**src/rtl/dds_pkg.sv**
```systemverilog
// Shared definitions for the DDS sweep sequencer: cfg word layout, sweep modes,
// state encoding and the clamped step helpers.
package dds_pkg;

  localparam int CFG_ON_BIT  = 31;
  localparam int CFG_INV_BIT = 30;
  localparam int PHASE_INC_W = 30;

  localparam logic [1:0] MODE_SINGLE = 2'b00;
  localparam logic [1:0] MODE_REPEAT = 2'b01;
  localparam logic [1:0] MODE_TRI    = 2'b10;

  typedef enum logic [1:0] {
    IDLE     = 2'd0,
    RUN_UP   = 2'd1,
    RUN_DOWN = 2'd2,
    HOLD     = 2'd3
  } sweep_state_t;

  typedef logic [PHASE_INC_W-1:0] phase_t;

  // The extra sum bit catches wrap-around so the top of the range clamps instead of folding.
  function automatic phase_t step_up(phase_t cur, phase_t step, phase_t stop);
    logic [PHASE_INC_W:0] sum;
    sum = {1'b0, cur} + {1'b0, step};
    if (sum[PHASE_INC_W] || (sum[PHASE_INC_W-1:0] >= stop))
      return stop;
    return sum[PHASE_INC_W-1:0];
  endfunction

  function automatic phase_t step_down(phase_t cur, phase_t step, phase_t floor_val);
    if ((cur - floor_val) < step)
      return floor_val;
    return cur - step;
  endfunction

endpackage

```
**src/rtl/dwell_timer.sv**
```systemverilog
// Loadable down-counter that measures how long each sweep point is held.
module dwell_timer #(
  parameter int DW = 24
) (
  input  logic          clk,
  input  logic          rst_n,
  input  logic          load,
  input  logic [DW-1:0] load_val,
  input  logic          en,
  output logic          zero
);

  logic [DW-1:0] cnt_reg;

  // Load wins over decrement; the count parks at zero until reloaded.
  always_ff @(posedge clk or negedge rst_n) begin
    if (!rst_n)
      cnt_reg <= '0;
    else if (load)
      cnt_reg <= load_val;
    else if (en && (cnt_reg != '0))
      cnt_reg <= cnt_reg - DW'(1);
  end

  assign zero = (cnt_reg == '0);

endmodule

```
**src/rtl/dds_sweep_ctrl.sv**
```systemverilog
// Frequency-sweep sequencer producing the {dds_on, dds_inv, phase_inc} DDS word.
// Settings are shadowed on start; the first point appears one cycle later.
module dds_sweep_ctrl
  import dds_pkg::*;
#(
  parameter int DW = 24
) (
  input  logic                   clk,
  input  logic                   rst_n,
  input  logic                   start,
  input  logic                   abort,
  input  logic [PHASE_INC_W-1:0] f_start,
  input  logic [PHASE_INC_W-1:0] f_stop,
  input  logic [PHASE_INC_W-1:0] f_step,
  input  logic [DW-1:0]          dwell,
  input  logic [1:0]             mode,
  input  logic                   inv,
  output logic [31:0]            cfg,
  output logic                   busy,
  output logic                   done
);

  sweep_state_t  state_reg;
  phase_t        cur_reg;
  phase_t        start_s_reg;
  phase_t        stop_s_reg;
  phase_t        step_s_reg;
  logic [DW-1:0] dwell_s_reg;
  logic [1:0]    mode_s_reg;
  logic          inv_s_reg;
  logic          inv_reg;
  logic          on_reg;
  logic          busy_reg;
  logic          done_reg;
  logic          pend_reg;

  logic timer_zero;
  logic timer_load;
  logic running;
  logic dwell_end;
  logic degen;

  assign running    = (state_reg == RUN_UP) || (state_reg == RUN_DOWN);
  assign dwell_end  = running && timer_zero && !pend_reg;
  assign timer_load = !abort && !start && (pend_reg || dwell_end);
  assign degen      = (stop_s_reg <= start_s_reg);

  dwell_timer #(.DW(DW)) u_dwell_timer (
    .clk      (clk),
    .rst_n    (rst_n),
    .load     (timer_load),
    .load_val (dwell_s_reg - DW'(1)),
    .en       (running),
    .zero     (timer_zero)
  );

  // Priority: abort, then a fresh start, then the one-cycle launch, then the sweep itself.
  always_ff @(posedge clk or negedge rst_n) begin
    if (!rst_n) begin
      state_reg   <= IDLE;
      cur_reg     <= '0;
      start_s_reg <= '0;
      stop_s_reg  <= '0;
      step_s_reg  <= phase_t'(1);
      dwell_s_reg <= DW'(1);
      mode_s_reg  <= MODE_SINGLE;
      inv_s_reg   <= 1'b0;
      inv_reg     <= 1'b0;
      on_reg      <= 1'b0;
      busy_reg    <= 1'b0;
      done_reg    <= 1'b0;
      pend_reg    <= 1'b0;
    end else if (abort) begin
      state_reg <= IDLE;
      on_reg    <= 1'b0;
      busy_reg  <= 1'b0;
      done_reg  <= 1'b0;
      pend_reg  <= 1'b0;
    end else if (start) begin
      start_s_reg <= f_start;
      stop_s_reg  <= f_stop;
      step_s_reg  <= (f_step == '0) ? phase_t'(1) : f_step;
      dwell_s_reg <= (dwell == '0) ? DW'(1) : dwell;
      mode_s_reg  <= (mode == 2'b11) ? MODE_SINGLE : mode;
      inv_s_reg   <= inv;
      pend_reg    <= 1'b1;
      done_reg    <= 1'b0;
    end else if (pend_reg) begin
      pend_reg  <= 1'b0;
      state_reg <= RUN_UP;
      cur_reg   <= start_s_reg;
      inv_reg   <= inv_s_reg;
      on_reg    <= 1'b1;
      busy_reg  <= 1'b1;
      done_reg  <= 1'b0;
    end else begin
      done_reg <= 1'b0;
      if (dwell_end) begin
        case (state_reg)
          RUN_UP: begin
            // cur >= stop also covers the degenerate single-point range
            if (cur_reg >= stop_s_reg) begin
              if (mode_s_reg == MODE_SINGLE) begin
                state_reg <= HOLD;
                busy_reg  <= 1'b0;
                done_reg  <= 1'b1;
              end else if ((mode_s_reg == MODE_REPEAT) || degen) begin
                cur_reg  <= start_s_reg;
                done_reg <= 1'b1;
              end else begin
                state_reg <= RUN_DOWN;
                cur_reg   <= step_down(cur_reg, step_s_reg, start_s_reg);
              end
            end else begin
              cur_reg <= step_up(cur_reg, step_s_reg, stop_s_reg);
            end
          end
          RUN_DOWN: begin
            if (cur_reg <= start_s_reg) begin
              state_reg <= RUN_UP;
              cur_reg   <= step_up(start_s_reg, step_s_reg, stop_s_reg);
              done_reg  <= 1'b1;
            end else begin
              cur_reg <= step_down(cur_reg, step_s_reg, start_s_reg);
            end
          end
          default: ;
        endcase
      end
    end
  end

  always_comb begin
    cfg                    = '0;
    cfg[CFG_ON_BIT]        = on_reg;
    cfg[CFG_INV_BIT]       = inv_reg;
    cfg[PHASE_INC_W-1:0]   = cur_reg;
  end

  assign busy = busy_reg;
  assign done = done_reg;

endmodule
```
**config.mk**
```make
export PLATFORM = sky130hd
export DESIGN_NAME = dds_sweep_ctrl
export DESIGN_NICKNAME = d
export VERILOG_FILES = /design/src/rtl/dds_pkg.sv /design/src/rtl/dwell_timer.sv /design/src/rtl/dds_sweep_ctrl.sv
export SDC_FILE = /design/constraint.sdc
export NUM_CORES = 1
export LEC_CHECK = 0
export CAP_MARGIN = 20
export CORE_MARGIN = 1.5
export CORE_UTILIZATION = 55
export DETAILED_ROUTE_END_ITERATION = 16
export PLACE_DENSITY = 0.79
export RECOVER_POWER = 50
export SLEW_MARGIN = 10
export SYNTH_ARGS = -nofsm -noshare
export SYNTH_HDL_FRONTEND = slang
export SYNTH_SLANG_ARGS = --single-unit
```
**constraint.sdc**
```tcl
create_clock -name clk -period 5.2 [get_ports clk]
set_clock_uncertainty 0.15 [all_clocks]
set_input_delay 1.04 -clock clk [delete_from_list [all_inputs] [get_ports clk]]
set_output_delay 1.04 -clock clk [all_outputs]
set_load 0.01 [all_outputs]
```
==> impl_metrics.tcl <==
set metrics [dict create \
    finalPower_mw 13.7 \
    fin_worst_hold_slack_ns 0.365 \
    insertion_delay_ns 0.48 \
    failing_checks "max-capacitance violations, max-slew violations, negative setup slack" \
    area_delta_synth_final_pct 36.2 \
    synth_top_area_share_pct 23.0 \
    fmax_mhz 175 \
    clock_sinks 178 \
    min_path_cells 1 \
    share_of_the_clock_period_used_by_the_worst_path_pct 110 \
    cp_data_arrival_time_ns 5.92 \
    syn_area_um2 19200 \
    std_cell_rows 68 \
    number_of_antenna_violations_at_the_first_check_in_global_routing 0 \
    sequential_fraction_of_the_synthesis_area_pct 23.3 \
    reg2reg_path_depth 24 \
    grt_usage_pct 44.5 \
    grt_max_degree 95 \
    cts-hold-fix-buffers 0 \
    pwr_density_cell_nw_per_um2 524 \
    slew_viol_final 126 \
    synth_cell_types 86 \
    max-slew-margin-rel_pct -81.1 \
    setup.worst_path.end_class "flip-flop" \
    synth_top_cell_by_area "sky130_fd_sc_hd__dfrtp_1" \
    clk_pin_slew_worst_paths_ns 0.09 \
    multiInputGateArea_um2 14600 \
    synth_async_sr_flop_share_pct 100 \
    io_buffer_count 154 \
    final.min_clock_period_ns 5.70 \
    result_of_the_run "finished with violations" \
    placeableCoreArea_um2 34500 \
    drt_first_pass_iters 6 \
    routed_wire_length_per_instance_um 24.7 \
    insertedDiodeCount 0 \
    grt-ovfl-total 0 \
    reg2reg_from "step_s_reg[0]" \
    fp.dieW_um 190 \
    route.vias.total 22100 \
    hold_path_end "inv_reg" \
    synth_seq_cells 178 \
    drv_cap 2 \
    die_ht_um 190 \
    p_leak_nw 11.8 \
    routed_wl_um 83100 \
    floorplan.io_pins 155 \
    setup_total_negative_slack_ns -10.34 \
    final_layout_size_suffix_gt1_share_pct 23.2 \
    final_antenna_net_count 0 \
    final_non_filler_cells 3363 \
    cts_made_buffers 17 \
    timing.critical_path.required_ns 5.42 \
    max_slew.worst_pin.slew_ns 2.72 \
    hp-start "inv_reg" \
    synth_warnings 0 \
    sequential_cell_area_um2 4460 \
    cts-root-to-sink-buffers 2 \
    drt-vias-per-instance 6.58 \
    fin_ws_ns -0.505 \
    finalHoldViolations 0 \
    dieArea_um2 36000 \
    timing.hold.worst.class "flip-flop to flip-flop" \
    dp.final_hpwl_um 62900 \
    max-vdd-ir-drop_mv 0.319 \
    final_util_pct 75.7 \
    r2r-end "cur_reg[1]" \
    startpoint_type "flip-flop" \
    post-route-drc-count 0 \
    clock_tree.htree_level_count 4 \
    place_inst 3276 \
    cp_max_fo 5 \
    unrepaired_setup_endpoints_after_global_routing "true" \
    netlist_instances 2365 \
    r2r_setup_slack_ns -0.50 \
    final-setup-viol-count 30 \
    postSynthAreaPerCell_um2 8.10 \
    grt_pass1_wl_um 122000 \
    critical_path_class "flip-flop to flip-flop" \
    clk_root_buffer_cell "sky130_fd_sc_hd__clkbuf_16" \
    timing.critical_path.from "step_s_reg[0]" \
    net_count_after_synthesis 2761 \
    number_of_global_route_vias_before_repair 21300 \
    tritoncts "built" \
    synth_top_flop_cell "sky130_fd_sc_hd__dfrtp_1" \
    num-fill-cells 2561 \
    number_of_flops_mapped_to_enable_cells_by_yosys 0 \
    initial_cell_density_of_the_core_pct 55.6 \
    gp_congestion 1.04 \
    final_nets 3291 \
    ranking_of_synthesized_cells_by_area "sky130_fd_sc_hd__dfrtp_1 (23%), sky130_fd_sc_hd__ha_1 (18%), sky130_fd_sc_hd__o21ai_0 (5.5%), sky130_fd_sc_hd__a21oi_1 (5.0%), sky130_fd_sc_hd__xnor2_1 (4.7%)" \
    iteration_0_drc_count_of_the_detailed_router 2480 \
]
cells in the final DEF, fill, tap and decap left out, drive strengths merged, types with 11 or more instances in the layout:
cell type and instances:
or3 16, a31oi 25, a221oi 17, o21ai 215, mux2 29, nand3 46, inv 154, nand4 39
a21o 50, xor2 43, o211ai 23, a211oi 38, mux2i 76, a21oi 193, ha 271, nor2 165
nor2b 26, o22ai 21, o31ai 14, clkdlybuf4s50 153, buf 456, clkbuf 22, o21a 27, o21bai 15
nand2b 32, nor3 60, o221ai 11, dfrtp 176, xnor2 102, nand2 210, nor4 31
stage by stage:
stage | setup WS, ns | area [um2]
3_5_place_dp | -0.748 | 24100
2_1_floorplan | -0.0107 | 19200
5_1_grt | -0.634 | 26100
6_report | -0.505 | 26100
4_1_cts | -0.329 | 25300
3_3_place_gp | -0.605 | 24100
cells by family after synthesis:
kind of cell,after synthesis,share of synthesized area (%)
compound gates,737,24.3
xor+xnor,145,6.63
fa+ha+maj,275,18.1
buf+inv,252,5.13
flops,178,23.3
mux,105,5.67
simple gates,673,16.9
worst max-delay path by stage:
stage / endpoint / slack [ns] / depth (start not counted)
after floorplan: cur_reg[20] / -0.01 / 23
after global placement: cur_reg[20] / -0.61 / 24
after detailed placement: cur_reg[0] / -0.75 / 24
after CTS: cur_reg[5] / -0.33 / 23
after global routing: cur_reg[1] / -0.63 / 24
final: cur_reg[1] / -0.50 / 24
report_power, final:
group	leakage, nW	internal, mW	switching [mW]	total [mW]
Combinational	9.32	4.74	5.53	10.3
Clock	0.307	0.674	0.789	1.46
Sequential	2.17	1.63	0.318	1.95
per-layer routing:
layer	GRT usage [%]	share of wire (%)	up-vias
met1	56.0	38	10600
met3	10.3	11	376
met2	70.6	44	1473
li1	-	-	9722
met5	0	0	-
met4	24.3	6.6	0
cells in the mapped netlist (all sizes together), types with 28 or more instances:
| cell | n |
|---|---|
| a21o | 50 |
| nor3 | 60 |
| a21oi | 193 |
| mux2i | 76 |
| nand2b | 32 |
| nand3 | 46 |
| nand2 | 210 |
| xor2 | 43 |
| inv | 146 |
| a211oi | 38 |
| o21ai | 215 |
| nand4 | 39 |
| ha | 271 |
| xnor2 | 102 |
| nor4 | 31 |
| nor2 | 165 |
| clkbuf | 76 |
| dfrtp | 176 |
| mux2 | 29 |
| buf | 28 |
worst max-delay path, stage by stage (launching register included):
cell,delay [ns]
sky130_fd_sc_hd__dfstp_2,0.58
sky130_fd_sc_hd__ha_4,0.14
sky130_fd_sc_hd__inv_2,0.03
sky130_fd_sc_hd__fa_2,0.37
sky130_fd_sc_hd__o21ba_4,0.22
sky130_fd_sc_hd__a2111o_1,0.43
sky130_fd_sc_hd__a21oi_2,0.18
sky130_fd_sc_hd__buf_6,0.15
sky130_fd_sc_hd__buf_4,0.13
sky130_fd_sc_hd__nor3_1,0.07
sky130_fd_sc_hd__o31ai_1,0.25
sky130_fd_sc_hd__xnor2_1,0.33
sky130_fd_sc_hd__ha_1,0.35
sky130_fd_sc_hd__nand3_1,0.12
sky130_fd_sc_hd__o21bai_1,0.10
sky130_fd_sc_hd__a21oi_1,0.37
sky130_fd_sc_hd__nor2_1,0.11
sky130_fd_sc_hd__a211oi_2,0.30
sky130_fd_sc_hd__o21a_4,0.23
sky130_fd_sc_hd__buf_12,0.14
sky130_fd_sc_hd__buf_16,0.14
sky130_fd_sc_hd__mux2i_1,0.22
sky130_fd_sc_hd__o22ai_1,0.11
sky130_fd_sc_hd__a211oi_1,0.28
sky130_fd_sc_hd__nor3_1,0.09
final cells by class:
cell class              count  share of cell area, %
clock buffers              17                   1.63
clock inverters            15                  0.829
inverters                 148                   2.16
multi-input cells        1936                   55.8
flip-flops and latches    178                   17.1
well taps                 455                   2.18
repair buffers            614                   20.3
timing repair:
action	CTS	global route
endpoints found under the setup margin	30	30
pin swaps	66	95
resized for setup	86	131
gates cloned	4	3
setup buffers	15	39
(Power assumes the default switching activity.)
